**config.mk**
```make
export PLATFORM = sky130hd
export DESIGN_NAME = accum_drain_flat
export DESIGN_NICKNAME = d
export VERILOG_FILES = /design/src/rtl/accum_drain_if.sv /design/src/rtl/accum_drain.sv /design/src/flat_wrapper.sv
export SDC_FILE = /design/constraint.sdc
export NUM_CORES = 1
export LEC_CHECK = 0
export CAP_MARGIN = 20
export CORE_MARGIN = 2
export CORE_UTILIZATION = 40
export CTS_BUF_LIST = sky130_fd_sc_hd__clkbuf_8 sky130_fd_sc_hd__clkbuf_16
export DETAILED_ROUTE_END_ITERATION = 8
export GPL_TIMING_DRIVEN = 0
export HOLD_SLACK_MARGIN = 0.02
export PLACE_DENSITY = 0.68
export SLEW_MARGIN = 20
export SYNTH_ARGS = -nofsm -noshare
export SYNTH_HDL_FRONTEND = slang
export SYNTH_SLANG_ARGS = --single-unit
```
**constraint.sdc**
```tcl
create_clock -name clock -period 2.59 [get_ports clock]
set_input_delay 0.518 -clock clock [delete_from_list [all_inputs] [get_ports clock]]
set_output_delay 0.518 -clock clock [all_outputs]
set_load 0.01 [all_outputs]
```
**src/rtl/accum_drain_if.sv**
```systemverilog
// Accumulator-column read port plus the drained-word output stream of accum_drain.
// The master modport is the drain engine; the slave side is accumCol plus the downstream consumer.
interface accum_drain_if #(
  parameter int DATA_W = 8,
  parameter int ADDR_W = 4
);
  logic              io_acc_rd_en;
  logic [ADDR_W-1:0] io_acc_rd_addr;
  logic [DATA_W-1:0] io_acc_rd_data;
  logic              io_acc_clear;
  logic              io_out_valid;
  logic              io_out_ready;
  logic [DATA_W-1:0] io_out_data;
  logic              io_out_last;

  modport master (
    output io_acc_rd_en, io_acc_rd_addr, io_acc_clear,
    output io_out_valid, io_out_data, io_out_last,
    input  io_acc_rd_data, io_out_ready
  );

  modport slave (
    input  io_acc_rd_en, io_acc_rd_addr, io_acc_clear,
    input  io_out_valid, io_out_data, io_out_last,
    output io_acc_rd_data, io_out_ready
  );
endinterface

```
**src/rtl/accum_drain.sv**
```systemverilog
// Drain engine for one accumulator column: reads rows 0..count-1 and streams them out on valid/ready.
// After the drain it can pulse the column clear.
module accum_drain #(
  parameter int DATA_W = 8,
  parameter int ADDR_W = 4,
  parameter int DEPTH  = 16
) (
  input  logic              clock,
  input  logic              reset,
  input  logic              io_start,
  input  logic [ADDR_W:0]   io_count,
  input  logic              io_clear_en,
  output logic              io_busy,
  output logic              io_done,
  accum_drain_if.master     bus
);

  typedef enum logic [1:0] {IDLE, READ, FLUSH, CLEAR} state_e;

  localparam logic [ADDR_W:0] DEPTH_C = (ADDR_W+1)'(DEPTH);
  localparam logic [ADDR_W:0] ONE_C   = (ADDR_W+1)'(1);

  state_e            state_q;
  logic [ADDR_W-1:0] addr_q;
  logic [ADDR_W:0]   remaining_q;
  logic              clear_en_q;
  logic [DATA_W-1:0] out_data_q;
  logic              out_valid_q;
  logic              out_last_q;
  logic              done_q;
  logic              clear_q;
  logic              busy_q;

  logic              load_d;
  logic              handshake_d;
  logic [ADDR_W:0]   count_d;

  function automatic logic [ADDR_W:0] clamp_count(input logic [ADDR_W:0] c);
    return (c > DEPTH_C) ? DEPTH_C : c;
  endfunction

  // A row is fetched whenever the output register is free or being emptied this cycle.
  always_comb begin
    count_d     = clamp_count(io_count);
    handshake_d = out_valid_q && bus.io_out_ready;
    load_d      = (state_q == READ) && (!out_valid_q || bus.io_out_ready) &&
                  (remaining_q != '0);
  end

  assign bus.io_acc_rd_en   = load_d;
  assign bus.io_acc_rd_addr = addr_q;
  assign bus.io_acc_clear   = clear_q;
  assign bus.io_out_valid   = out_valid_q;
  assign bus.io_out_data    = out_data_q;
  assign bus.io_out_last    = out_last_q;
  assign io_busy            = busy_q;
  assign io_done            = done_q;

  always_ff @(posedge clock or negedge reset) begin
    if (!reset) begin
      state_q     <= IDLE;
      addr_q      <= '0;
      remaining_q <= '0;
      clear_en_q  <= 1'b0;
      out_data_q  <= '0;
      out_valid_q <= 1'b0;
      out_last_q  <= 1'b0;
      done_q      <= 1'b0;
      clear_q     <= 1'b0;
      busy_q      <= 1'b0;
    end else begin
      done_q  <= 1'b0;
      clear_q <= 1'b0;
      case (state_q)
        IDLE: begin
          if (io_start) begin
            addr_q      <= '0;
            remaining_q <= count_d;
            clear_en_q  <= io_clear_en;
            out_last_q  <= 1'b0;
            if (count_d != '0) begin
              state_q <= READ;
              busy_q  <= 1'b1;
            end else if (io_clear_en) begin
              state_q <= CLEAR;
              busy_q  <= 1'b1;
              clear_q <= 1'b1;
              done_q  <= 1'b1;
            end else begin
              done_q  <= 1'b1;
            end
          end
        end

        READ: begin
          if (load_d) begin
            out_data_q  <= bus.io_acc_rd_data;
            out_valid_q <= 1'b1;
            out_last_q  <= (remaining_q == ONE_C);
            addr_q      <= addr_q + ADDR_W'(1);
            remaining_q <= remaining_q - ONE_C;
            if (remaining_q == ONE_C) begin
              state_q <= FLUSH;
            end
          end else if (handshake_d) begin
            out_valid_q <= 1'b0;
          end
        end

        // Only the final word is outstanding here; its acceptance ends the drain.
        FLUSH: begin
          if (handshake_d && out_last_q) begin
            out_valid_q <= 1'b0;
            out_last_q  <= 1'b0;
            done_q      <= 1'b1;
            if (clear_en_q) begin
              state_q <= CLEAR;
              clear_q <= 1'b1;
            end else begin
              state_q <= IDLE;
              busy_q  <= 1'b0;
            end
          end
        end

        CLEAR: begin
          state_q <= IDLE;
          busy_q  <= 1'b0;
        end

        default: begin
          state_q <= IDLE;
          busy_q  <= 1'b0;
        end
      endcase
    end
  end

endmodule

```
**src/flat_wrapper.sv**
```systemverilog
// flat-port wrapper written by rule: the top's interface ports become plain ports
module accum_drain_flat 
#(
  parameter int DATA_W = 8,
  parameter int ADDR_W = 4,
  parameter int DEPTH  = 16
)
  (clock, reset, io_start, io_count, io_clear_en, io_busy, io_done, bus_io_acc_rd_en, bus_io_acc_rd_addr, bus_io_acc_clear, bus_io_out_valid, bus_io_out_data, bus_io_out_last, bus_io_acc_rd_data, bus_io_out_ready);
  accum_drain_if #(.DATA_W(DATA_W), .ADDR_W(ADDR_W)) bus_i ();
  input  logic clock;
  input  logic reset;
  input  logic io_start;
  input  logic [ADDR_W:0] io_count;
  input  logic io_clear_en;
  output logic io_busy;
  output logic io_done;
  output wire logic [$bits(bus_i.io_acc_rd_en)-1:0] bus_io_acc_rd_en;
  output wire logic [$bits(bus_i.io_acc_rd_addr)-1:0] bus_io_acc_rd_addr;
  output wire logic [$bits(bus_i.io_acc_clear)-1:0] bus_io_acc_clear;
  output wire logic [$bits(bus_i.io_out_valid)-1:0] bus_io_out_valid;
  output wire logic [$bits(bus_i.io_out_data)-1:0] bus_io_out_data;
  output wire logic [$bits(bus_i.io_out_last)-1:0] bus_io_out_last;
  input wire logic [$bits(bus_i.io_acc_rd_data)-1:0] bus_io_acc_rd_data;
  input wire logic [$bits(bus_i.io_out_ready)-1:0] bus_io_out_ready;
  assign bus_io_acc_rd_en = bus_i.io_acc_rd_en;
  assign bus_io_acc_rd_addr = bus_i.io_acc_rd_addr;
  assign bus_io_acc_clear = bus_i.io_acc_clear;
  assign bus_io_out_valid = bus_i.io_out_valid;
  assign bus_io_out_data = bus_i.io_out_data;
  assign bus_io_out_last = bus_i.io_out_last;
  assign bus_i.io_acc_rd_data = bus_io_acc_rd_data;
  assign bus_i.io_out_ready = bus_io_out_ready;
  accum_drain #(.DATA_W(DATA_W), .ADDR_W(ADDR_W), .DEPTH(DEPTH)) u_core (.clock(clock), .reset(reset), .io_start(io_start), .io_count(io_count), .io_clear_en(io_clear_en), .io_busy(io_busy), .io_done(io_done), .bus(bus_i));
endmodule
```
==> flow_metrics.tcl, run 1 <==
set metrics [dict create \
    status "finished, final reports clean" \
    yosysSeqAreaShare 0.427 \
    post_synth_most_frequent_cells "35 x nand2_1, 25 x dfrtp_1, 9 x inv_1, 8 x ha_1, 8 x nor2_1" \
    placement.io_buffers 35 \
    diodes 0 \
    critPathBufInv 3 \
    synth_async_sr_flop_share 1.00 \
    p_per_area_nw_per_um2 1180 \
    setup_crit_start_kind "flip-flop" \
    worstReg2RegStart "u_core.state_q[0]" \
    routed_wl_microns 3670 \
    flow.area_growth_from_synthesis_pct 31.7 \
    maxClockFrequency_mhz 399 \
    hpwl_microns 2770 \
    number_of_top_level_design_ports 36 \
    ys_ff_latch 25 \
    dp_worst_setup_slack_ns -0.356 \
    drc_errors 0 \
    detailedRoute.firstIterationViolations 77 \
    synth_area_leader_cell "dfrtp_1" \
    multi_input_comb_area_sq_um 777 \
    cts_root_buf "clkbuf_8" \
    timing.slew.headroom 0.586 \
    cts_hold_buffers 0 \
    yosys-top-cells-area "dfrtp_1 43%, nand2_1 9.0%, ha_1 6.8%" \
    final.fill_count 326 \
    path_depth 6 \
    syn_area_sq_um 1470 \
    arrival_ns 1.99 \
    ys_dominant_reg_cell "dfrtp_1" \
    average_vias_per_placed_instance 5.44 \
    met2_wirelength_microns 1740 \
    clock_transition_time_at_the_flip_flop_clock_pins_of_the_worst_setup_and_hold_paths_ns 0.09 \
    cpMaxStageDelayCell "or4b_4" \
    syn_inst 158 \
    max-clock-path-buffers 2 \
    cell_by_cell_trace_of_the_critical_path "inv_1 -> ha_1 -> or4b_4 -> nand3_4 -> clkinvlp_4 -> dlygate4sd2_1" \
    yosysWarnings 0 \
    gp_congestion 0.871 \
    avgSynthCellArea_sq_um 9.27 \
    layoutNonFillerInstCount 244 \
    place_area_sq_um 1870 \
    post-route-cell-area_sq_um 1930 \
    detail_route_met3_wl_microns 108 \
    report.final.setup_viol 0 \
    die_width_microns 64.5 \
    routed-via-count 1328 \
    rsz0062_at_grt "no" \
    wl_cell_microns 15.1 \
    htree_levels 1 \
    internal_reg_to_reg_setup_slack_ns 0.41 \
    antenna_violations_before_repair 0 \
    period_share 0.968 \
    class_of_the_worst_hold_path "in2async" \
    area.sequential_sq_um 626 \
    numClockSinks 25 \
    synth_fp_nets 184 \
    ys_types 40 \
    die-area_sq_um 4160 \
    worstSkewPairLatency_ns 0.27 \
    synth_edf_count 0 \
    cts-buffers-inserted 3 \
    r2r.worst_path.cells 7 \
    grt_overflow_total 0 \
    hold_violations 0 \
    die_y_microns 64.5 \
    worst-endpoint-required_ns 2.07 \
    final_antenna_net_count 0 \
    maxUsedRoutingLayer "met4" \
    r2r-end "u_core.bus.io_out_last" \
    worst_pin_slew_ns 0.612 \
    timing.final.crit_period_ns 2.51 \
    fp.coreArea_sq_um 3420 \
    maximum_net_fanout_on_the_critical_path 3 \
    finalPower_mw 2.28 \
    endpoint_kind "output port" \
    floorplan.initialDensity 0.429 \
    num-nets-final 225 \
    grt_pass1_vias 1399 \
    finalClockSkew_ns 0.00206 \
    tritoncts "yes" \
    layout_setup_ws_ns 0.0837 \
    grt_start_max_net_pins 26 \
    post_route_cells_drive_above_1_share 0.0758 \
    grt_pass1_wl_microns 6530 \
    max-cap-violations 0 \
    critPathKind "reg2out" \
    cellLeakagePower_nw 0.852 \
    critical-path-top-delay-family "simple AND/OR/NAND/NOR gates" \
    post-route-util 0.565 \
    max_stage_delay_ns 0.51 \
    synthDominantCellAreaShare 0.427 \
    first_pass_drt_iterations 4 \
    std_cell_rows 21 \
    detail_route.wirelength.met1_microns 1790 \
    dp.cells 239 \
    cell_with_the_most_instances_after_synthesis "nand2_1" \
    gr_util_all_layers 0.198 \
    slew_viol_final 0 \
    vdd_ir_drop_max_mv 0.555 \
]
==> power breakdown <==
| group | switching (mW) | internal, mW | leakage, nW |
|---|---|---|---|
| logic | 0.708 | 0.621 | 0.513 |
| clock network | 0.128 | 0.109 | 0.0217 |
| registers | 0.155 | 0.562 | 0.317 |
==> repair_timing <==
action / in CTS / in global routing
setup endpoints to repair: 1 / 0
buffers inserted: 2 / 0
gates resized for setup: 3 / 0
==> cell usage in the layout (no fill, tap or decap), types with 2 or more instances in the layout <==
cell	synthesis	routed
clkinvlp_4	0	2
o21ai_0	5	5
ha_1	8	8
or3_1	3	3
a221o_1	2	2
o22ai_1	2	2
nand2_1	35	35
and3_1	3	3
nor2_1	8	8
clkbuf_1	3	3
buf_4	1	3
o31ai_1	2	2
buf_2	2	2
clkdlybuf4s50_1	0	33
or4_1	2	2
nor3_1	4	4
nand2b_1	4	4
dfrtp_1	25	25
mux2i_1	7	7
nand3_1	4	4
o221ai_1	2	2
a21oi_1	6	6
inv_1	9	7
nor2b_1	3	3
clkbuf_8	0	3
==> sequential cells by signal, summed over array words and instances, names as in the netlist <==
signal and flops:
u_core.bus.io_acc_clear 1, u_core.bus.io_acc_rd_addr 4, u_core.bus.io_out_data 8, u_core.bus.io_out_last 1, u_core.bus.io_out_valid 1, u_core.clear_en_q 1, u_core.io_busy 1, u_core.io_done 1
u_core.remaining_q 5, u_core.state_q 2
==> per-stage QoR <==
stage | setup TNS (ns) | hold WS (ns)
finish | 0 | 0.222
global route | 0 | 0.268
CTS | 0 | 0.246
detailed placement | -0.356 | 0.462
global placement | -0.328 | 0.458
floorplan | 0 | 0.222
==> layer usage <==
metal / vias to the layer above / GRT usage
met3: 5 / 0.0278
li1: 643 / -
met5: - / 0
met1: 644 / 0.281
met2: 36 / 0.310
met4: 0 / 0.0691
==> kinds of logic after synthesis <==
logic type / Yosys count / share of synthesized area
and+or+nand+nor: 71 / 0.242
adders and majority gates: 8 / 0.0683
AOI/OAI and AO/OA: 31 / 0.165
buffers and inverters: 15 / 0.0427
DFF: 25 / 0.427
muxes: 8 / 0.0555
==> layout make-up <==
class                      instances  area share
clock buffer                       3      0.0214
timing repair buffer              37       0.186
buffer                             5      0.0123
multi-input combinational        118       0.403
sequential                        25       0.324
clock inverter                     1     0.00389
tap                               46      0.0298
inverter                           9      0.0195
==> how the worst max path moves through the flow <==
stage,startpoint,endpoint,slack [ns]
finish,u_core.remaining_q[1],bus_io_acc_rd_en,0.08
global route,u_core.remaining_q[1],bus_io_acc_rd_en,0.004
CTS,u_core.remaining_q[1],bus_io_acc_rd_en,0.09
detailed placement,bus_io_out_ready,bus_io_acc_rd_en,-0.36
global placement,bus_io_out_ready,bus_io_acc_rd_en,-0.33
floorplan,u_core.remaining_q[0],bus_io_acc_rd_en,0.57
Note: power is estimated with default switching activity, not from simulation.
==> inputs of run 2 (changes only) <==
ABC_AREA = 1   (was not set)
CTS_CLUSTER_DIAMETER = 50   (was not set)
==> run 2 against run 1 <==
- routed wire length is 21% lower
- synthesized cell count grew 19%
- non-clock buffer count is 3 lower
- combinational power down 11%
- sequential power decreased by 11%
- utilization fell by 0.71 points
- clock power fell by 6%
- register-to-register slack gained 0.41 ns
- flip-flop and latch count stayed put
- fmax grew 15%
==> flow_metrics.tcl, run 2 <==
set metrics [dict create \
    die_width_microns 63.9 \
    drc_errors 0 \
    yosysSeqAreaShare 0.436 \
    final_cell_mix "62 x nand2_1, 33 x clkdlybuf4s50_1, 27 x inv_1" \
    power.combinational.fraction 0.581 \
    grt_overflow_total 0 \
    cell_by_cell_trace_of_the_critical_path "inv_1 -> ha_1 -> buf_6 -> inv_2 -> a21oi_2 -> nand2_2 -> clkinv_4 -> dlymetal6s2s_1" \
    maximum_net_fanout_on_the_critical_path 10 \
    timing.slew.headroom 0.633 \
    ys_ff_latch 25 \
    status "finished, final reports clean" \
    synth_fp_nets 214 \
    flow.area_growth_from_synthesis_pct 31.7 \
    htree_levels 1 \
    ys_types 24 \
    routed-via-count 1267 \
    post-route-cell-area_sq_um 1890 \
    arrival_ns 1.65 \
    average_vias_per_placed_instance 4.64 \
    post_route_cells_drive_above_1_share 0.0749 \
    multi_input_comb_area_sq_um 669 \
    cpMaxStageDelayCell "dfrtp_1" \
    syn_inst 188 \
    post-route-util 0.558 \
    tritoncts "yes" \
    setup_crit_start_kind "flip-flop" \
    area.sequential_sq_um 626 \
    slew_viol_final 0 \
    synth_async_sr_flop_share 1.00 \
    gp_congestion 0.774 \
    diodes 0 \
    rsz0062_at_grt "no" \
    std_cell_rows 21 \
    number_of_top_level_design_ports 36 \
    switching_share 0.432 \
    first_pass_drt_iterations 4 \
    yosysWarnings 0 \
    synth_edf_count 0 \
    post_synth_most_frequent_cells "62 x nand2_1, 26 x inv_1, 25 x dfrtp_1, 16 x o21ai_0, 15 x nand3_1" \
    cts-buffers-inserted 3 \
    avgSynthCellArea_sq_um 7.63 \
    gr_util_all_layers 0.160 \
    intPower_mw 1.16 \
    die-area_sq_um 4080 \
    worstSkewPairLatency_ns 0.26 \
    power.sequential.fraction 0.310 \
    max-clock-path-buffers 2 \
    report.final.setup_viol 0 \
    endpoint_kind "output port" \
    layoutNonFillerInstCount 273 \
    placement.io_buffers 35 \
    max_stage_delay_ns 0.41 \
    vdd_ir_drop_max_mv 0.384 \
    routed_wl_microns 2910 \
    worst_pin_slew_ns 0.551 \
    fp.coreArea_sq_um 3390 \
    class_of_the_worst_hold_path "in2async" \
    syn_area_sq_um 1440 \
    critPathKind "reg2out" \
    cellLeakagePower_nw 0.949 \
    wl_cell_microns 10.7 \
    numClockSinks 25 \
    maxClockFrequency_mhz 461 \
    cts_root_buf "clkbuf_8" \
    hpwl_microns 2160 \
    place_area_sq_um 1840 \
    period_share 0.838 \
    dp.cells 269 \
    max-cap-violations 0 \
    grt_pass1_vias 1246 \
    clock_transition_time_at_the_flip_flop_clock_pins_of_the_worst_setup_and_hold_paths_ns 0.09 \
    finalClockSkew_ns 0.00558 \
    clock_power_share 0.109 \
    layout_commonest_cell "nand2_1" \
    grt_start_max_net_pins 26 \
    final_antenna_net_count 0 \
    timing.final.crit_period_ns 2.17 \
    detailedRoute.firstIterationViolations 63 \
    p_per_area_nw_per_um2 1080 \
    final.fill_count 322 \
    ys_dominant_reg_cell "dfrtp_1" \
    largest_reg_flops 8 \
    num-nets-final 254 \
    worst-endpoint-required_ns 2.07 \
    finalPower_mw 2.04 \
    hold_violations 0 \
    synth_area_leader_cell "dfrtp_1" \
    antenna_violations_before_repair 0 \
    synthDominantCellAreaShare 0.436 \
    die_y_microns 63.9 \
    yosys-top-cells-area "dfrtp_1 44%, nand2_1 16%, ha_1 7.0%" \
    cell_with_the_most_instances_after_synthesis "nand2_1" \
    grt_pass1_wl_microns 5350 \
    finalSetupTns_ns 0 \
    net_switching_uw 881 \
    floorplan.initialDensity 0.423 \
]
[run 2: changes by cell type after synthesis, moves of 4 or more]
cell      change
nand2_1      +27
inv_1        +17
nand3_1      +11
o21ai_0      +11
mux2i_1       -7
nand2b_1      -4
nor2_1        +4
nor3_1        -4
[run 2: logic make-up after synthesis]
logic type | synth area share
and+or+nand+nor | 0.270
buffers and inverters | 0.0976
AOI/OAI and AO/OA | 0.108
DFF | 0.436
adders and majority gates | 0.0697
xor gates and xnor gates | 0.0183
[run 2: path summary, 6_finish.rpt]
| path | from | to | slack [ns] | cells past startpoint |
|---|---|---|---|---|
| worst max register to register | u_core.state_q[1] | u_core.remaining_q[1] | 0.82 | 9 |
| max in group asynchronous | reset | u_core.bus.io_acc_clear | 1.99 | 1 |
| worst max-delay path | u_core.state_q[1] | bus_io_acc_rd_en | 0.42 | 8 |
| worst min register to register | u_core.bus.io_out_data[1] | u_core.bus.io_out_data[1] | 0.48 | 2 |
| min in group clock | u_core.bus.io_out_data[1] | u_core.bus.io_out_data[1] | 0.48 | 2 |
| worst min-delay path | reset | u_core.io_done | 0.23 | 1 |
[run 2: power groups by stage]
stage / sequential [mW] / clock, mW / combinational, mW
final: 0.634 / 0.223 / 1.19
after global routing: 0.652 / 0.249 / 1.37
after CTS: 0.632 / 0.234 / 1.20
after detailed placement: 0.639 / 0 / 1.19
after global placement: 0.636 / 0 / 1.18
after floorplan: 0.671 / 0 / 0.748
[run 2: per-layer routing]
metal	up-vias	part of all wire	global-route usage
met5	-	0	0
met4	0	0.0096	0.0462
met3	4	0.052	0.0211
met2	41	0.42	0.249
met1	560	0.52	0.234
li1	662	-	-
[run 2: final cells by class]
type | instances | share of cell area
Buffer | 4 | 0.0185
Multi-Input combinational cell | 131 | 0.354
Clock inverter | 1 | 0.00199
Inverter | 28 | 0.0582
Clock buffer | 3 | 0.0218
Timing Repair Buffer | 35 | 0.184
Sequential cell | 25 | 0.331
Tap cell | 46 | 0.0304
[run 2: metrics by stage]
stage	hold slack, ns	setup slack [ns]
after CTS	0.246	0.0193
final	0.232	0.419
after detailed placement	0.467	-0.0207
after floorplan	0.222	0.911
after global routing	0.271	0.308
after global placement	0.463	-0.0188
[run 2: worst max-delay path: cells and delay by family (launching register included)]
family	cells	cell delay [ns]
buffers and inverters	5	0.58
flip-flops	1	0.41
adder cells (fa/ha/maj)	1	0.16
AO/OA/AOI/OAI	1	0.12
AND/OR/NAND/NOR	1	0.12
[run 2: timing repair]
action                                  4_1_cts  5_1_grt
endpoints found under the setup margin        1        1
hold buffers                                  0        0
resized for setup                             2        1
setup buffers                                 0        0
pin swaps                                     0        0
hold endpoints to repair                      0        0
==> inputs of run 3 (changes only) <==
PLACE_DENSITY = 0.71   (was 0.68)
clock period = 1.8 ns   (was 2.59 ns; I/O delays follow)
==> run 3 against run 2 <==
- clock skew fell by 0.0038 ns
- final cell count rose by 3.3%
- first-iteration DRC count decreased by 33%
- utilization is 2.8 points higher
- clock power up 44%
- critical path type unchanged
- critical endpoint unchanged
==> flow_metrics.tcl, run 3 (synthesis results as in run 2) <==
set metrics [dict create \
    grt_pass1_vias 1187 \
    die_y_microns 63.9 \
    max_stage_delay_ns 0.42 \
    num-nets-final 263 \
    grt_pass1_wl_microns 5390 \
    timing.hold.ws_ns 0.0725 \
    max-cap-violations 0 \
    die_width_microns 63.9 \
    layout_setup_ws_ns 0.0518 \
    worstReg2RegStart "u_core.state_q[1]" \
    critPathKind "reg2out" \
    cts_root_buf "clkbuf_8" \
    dp_worst_setup_slack_ns -0.483 \
    finalSetupTns_ns 0 \
    worst-endpoint-required_ns 1.44 \
    status "finished, final reports clean" \
    timing_startpoint_of_the_critical_path "u_core.state_q[0]" \
    first_pass_drt_iterations 4 \
    period_share 0.971 \
    cts-buffers-inserted 3 \
    detailedRoute.firstIterationViolations 42 \
    gr_util_all_layers 0.166 \
    drc_errors 0 \
    fp.coreArea_sq_um 3390 \
    wl_cell_microns 11.5 \
    largest_reg_flops 8 \
    rsz0062_at_grt "yes" \
    cts_hold_buffers 0 \
    gp_congestion 0.812 \
    placement.io_buffers 35 \
    tritoncts "yes" \
    timing.final.crit_period_ns 1.75 \
    layoutNonFillerInstCount 282 \
    grt_overflow_total 0 \
    post_route_cells_drive_above_1_share 0.144 \
    class_of_the_worst_hold_path "in2async" \
    finalClockSkew_ns 0.00181 \
    hold_violations 0 \
    die-area_sq_um 4080 \
    average_vias_per_placed_instance 4.69 \
    flow.area_growth_from_synthesis_pct 38.4 \
    number_of_top_level_design_ports 36 \
    final_antenna_net_count 0 \
    cpMaxStageDelayCell "dfrtp_1" \
    worst_pin_slew_ns 0.548 \
    dp.cells 269 \
    routed-via-count 1322 \
    p_per_area_nw_per_um2 1610 \
    hpwl_microns 2250 \
    arrival_ns 1.39 \
    clock_transition_time_at_the_flip_flop_clock_pins_of_the_worst_setup_and_hold_paths_ns 0.08 \
    maxClockFrequency_mhz 572 \
    cell_by_cell_trace_of_the_critical_path "ha_4 -> buf_6 -> inv_2 -> a21oi_2 -> nand2_2 -> clkinv_4 -> buf_6" \
    critical-path-top-cell-by-count "buf_6" \
    place_area_sq_um 1840 \
    max-clock-path-buffers 2 \
    vdd_ir_drop_max_mv 0.724 \
    final_cell_mix "61 x nand2_1, 33 x clkdlybuf4s50_1, 25 x dfrtp_1" \
    htree_levels 1 \
    cellLeakagePower_nw 0.981 \
    worstSkewPairLatency_ns 0.26 \
    routed_wl_microns 3250 \
    post-route-cell-area_sq_um 1990 \
    timing.slew.headroom 0.635 \
    diodes 0 \
    report.final.setup_viol 0 \
    grt_start_max_net_pins 26 \
    layout_commonest_cell "nand2_1" \
    slew_viol_final 0 \
    maximum_net_fanout_on_the_critical_path 6 \
    antenna_violations_before_repair 0 \
    std_cell_rows 21 \
    setup_crit_start_kind "flip-flop" \
    numClockSinks 25 \
    endpoint_kind "output port" \
    floorplan.initialDensity 0.423 \
]
==> run 3: changes by cell type in the layout (fill, tap and decap cells not counted), moves of 2 or more <==
cell   change
buf_4      +9
ha_1       -2
ha_4       +2
inv_1      -3
inv_2      +3
==> run 3: repair_timing <==
action,CTS,global route
gates resized for setup,9,8
buffers inserted,6,3
pin swaps,1,1
endpoints found under the setup margin,1,14
==> run 3: path summary, 6_finish.rpt <==
check	end	slack, ns	cells after the start
setup / recovery	bus_io_acc_rd_en	0.05	7
hold / removal	u_core.bus.io_out_data[0]	0.07	1
setup reg to reg	u_core.bus.io_acc_rd_addr[0]	0.07	10
hold reg to reg	u_core.bus.io_out_data[3]	0.48	2
max in group asynchronous	u_core.bus.io_acc_clear	1.36	1
min in group clock	u_core.bus.io_out_data[3]	0.48	2
==> run 3: stage by stage <==
stage	power (mW)	util
2_1_floorplan	2.04	-
4_1_cts	3.06	0.570
5_1_grt	3.51	0.586
3_3_place_gp	2.61	0.544
6_report	3.19	0.586
3_5_place_dp	2.63	0.542
==> run 3: worst max-delay path, delay by kind of cell (launching register included) <==
family	cells	cell delay, ns
adders and majority gates	1	0.17
buffers and inverters	4	0.37
and+or+nand+nor	1	0.11
DFF	1	0.42
AOI/OAI and AO/OA	1	0.05
==> run 3: final cells by class <==
cell class / count / area [sq um]
fill: 303 / 1400
multi-input combinational: 131 / 699
sequential: 25 / 626
timing repair buffer: 44 / 414
inverter: 28 / 110
tap: 46 / 57.6
clock buffer: 3 / 41.3
buffer: 4 / 35.0
clock inverter: 1 / 3.75
==> run 3: metal layers <==
metal,part of all wire,global-route usage,vias up
li1,-,-,681
met5,0,0,-
met4,0.0083,0.0353,0
met1,0.45,0.229,596
met2,0.49,0.275,41
met3,0.050,0.0246,4
==> run 3: where the power goes <==
group	internal (mW)	switching, mW	total [mW]	leakage, nW
Sequential	0.778	0.136	0.914	0.321
Clock	0.152	0.168	0.321	0.0269
Combinational	0.902	1.05	1.96	0.634
Total	1.83	1.36	3.19	0.981
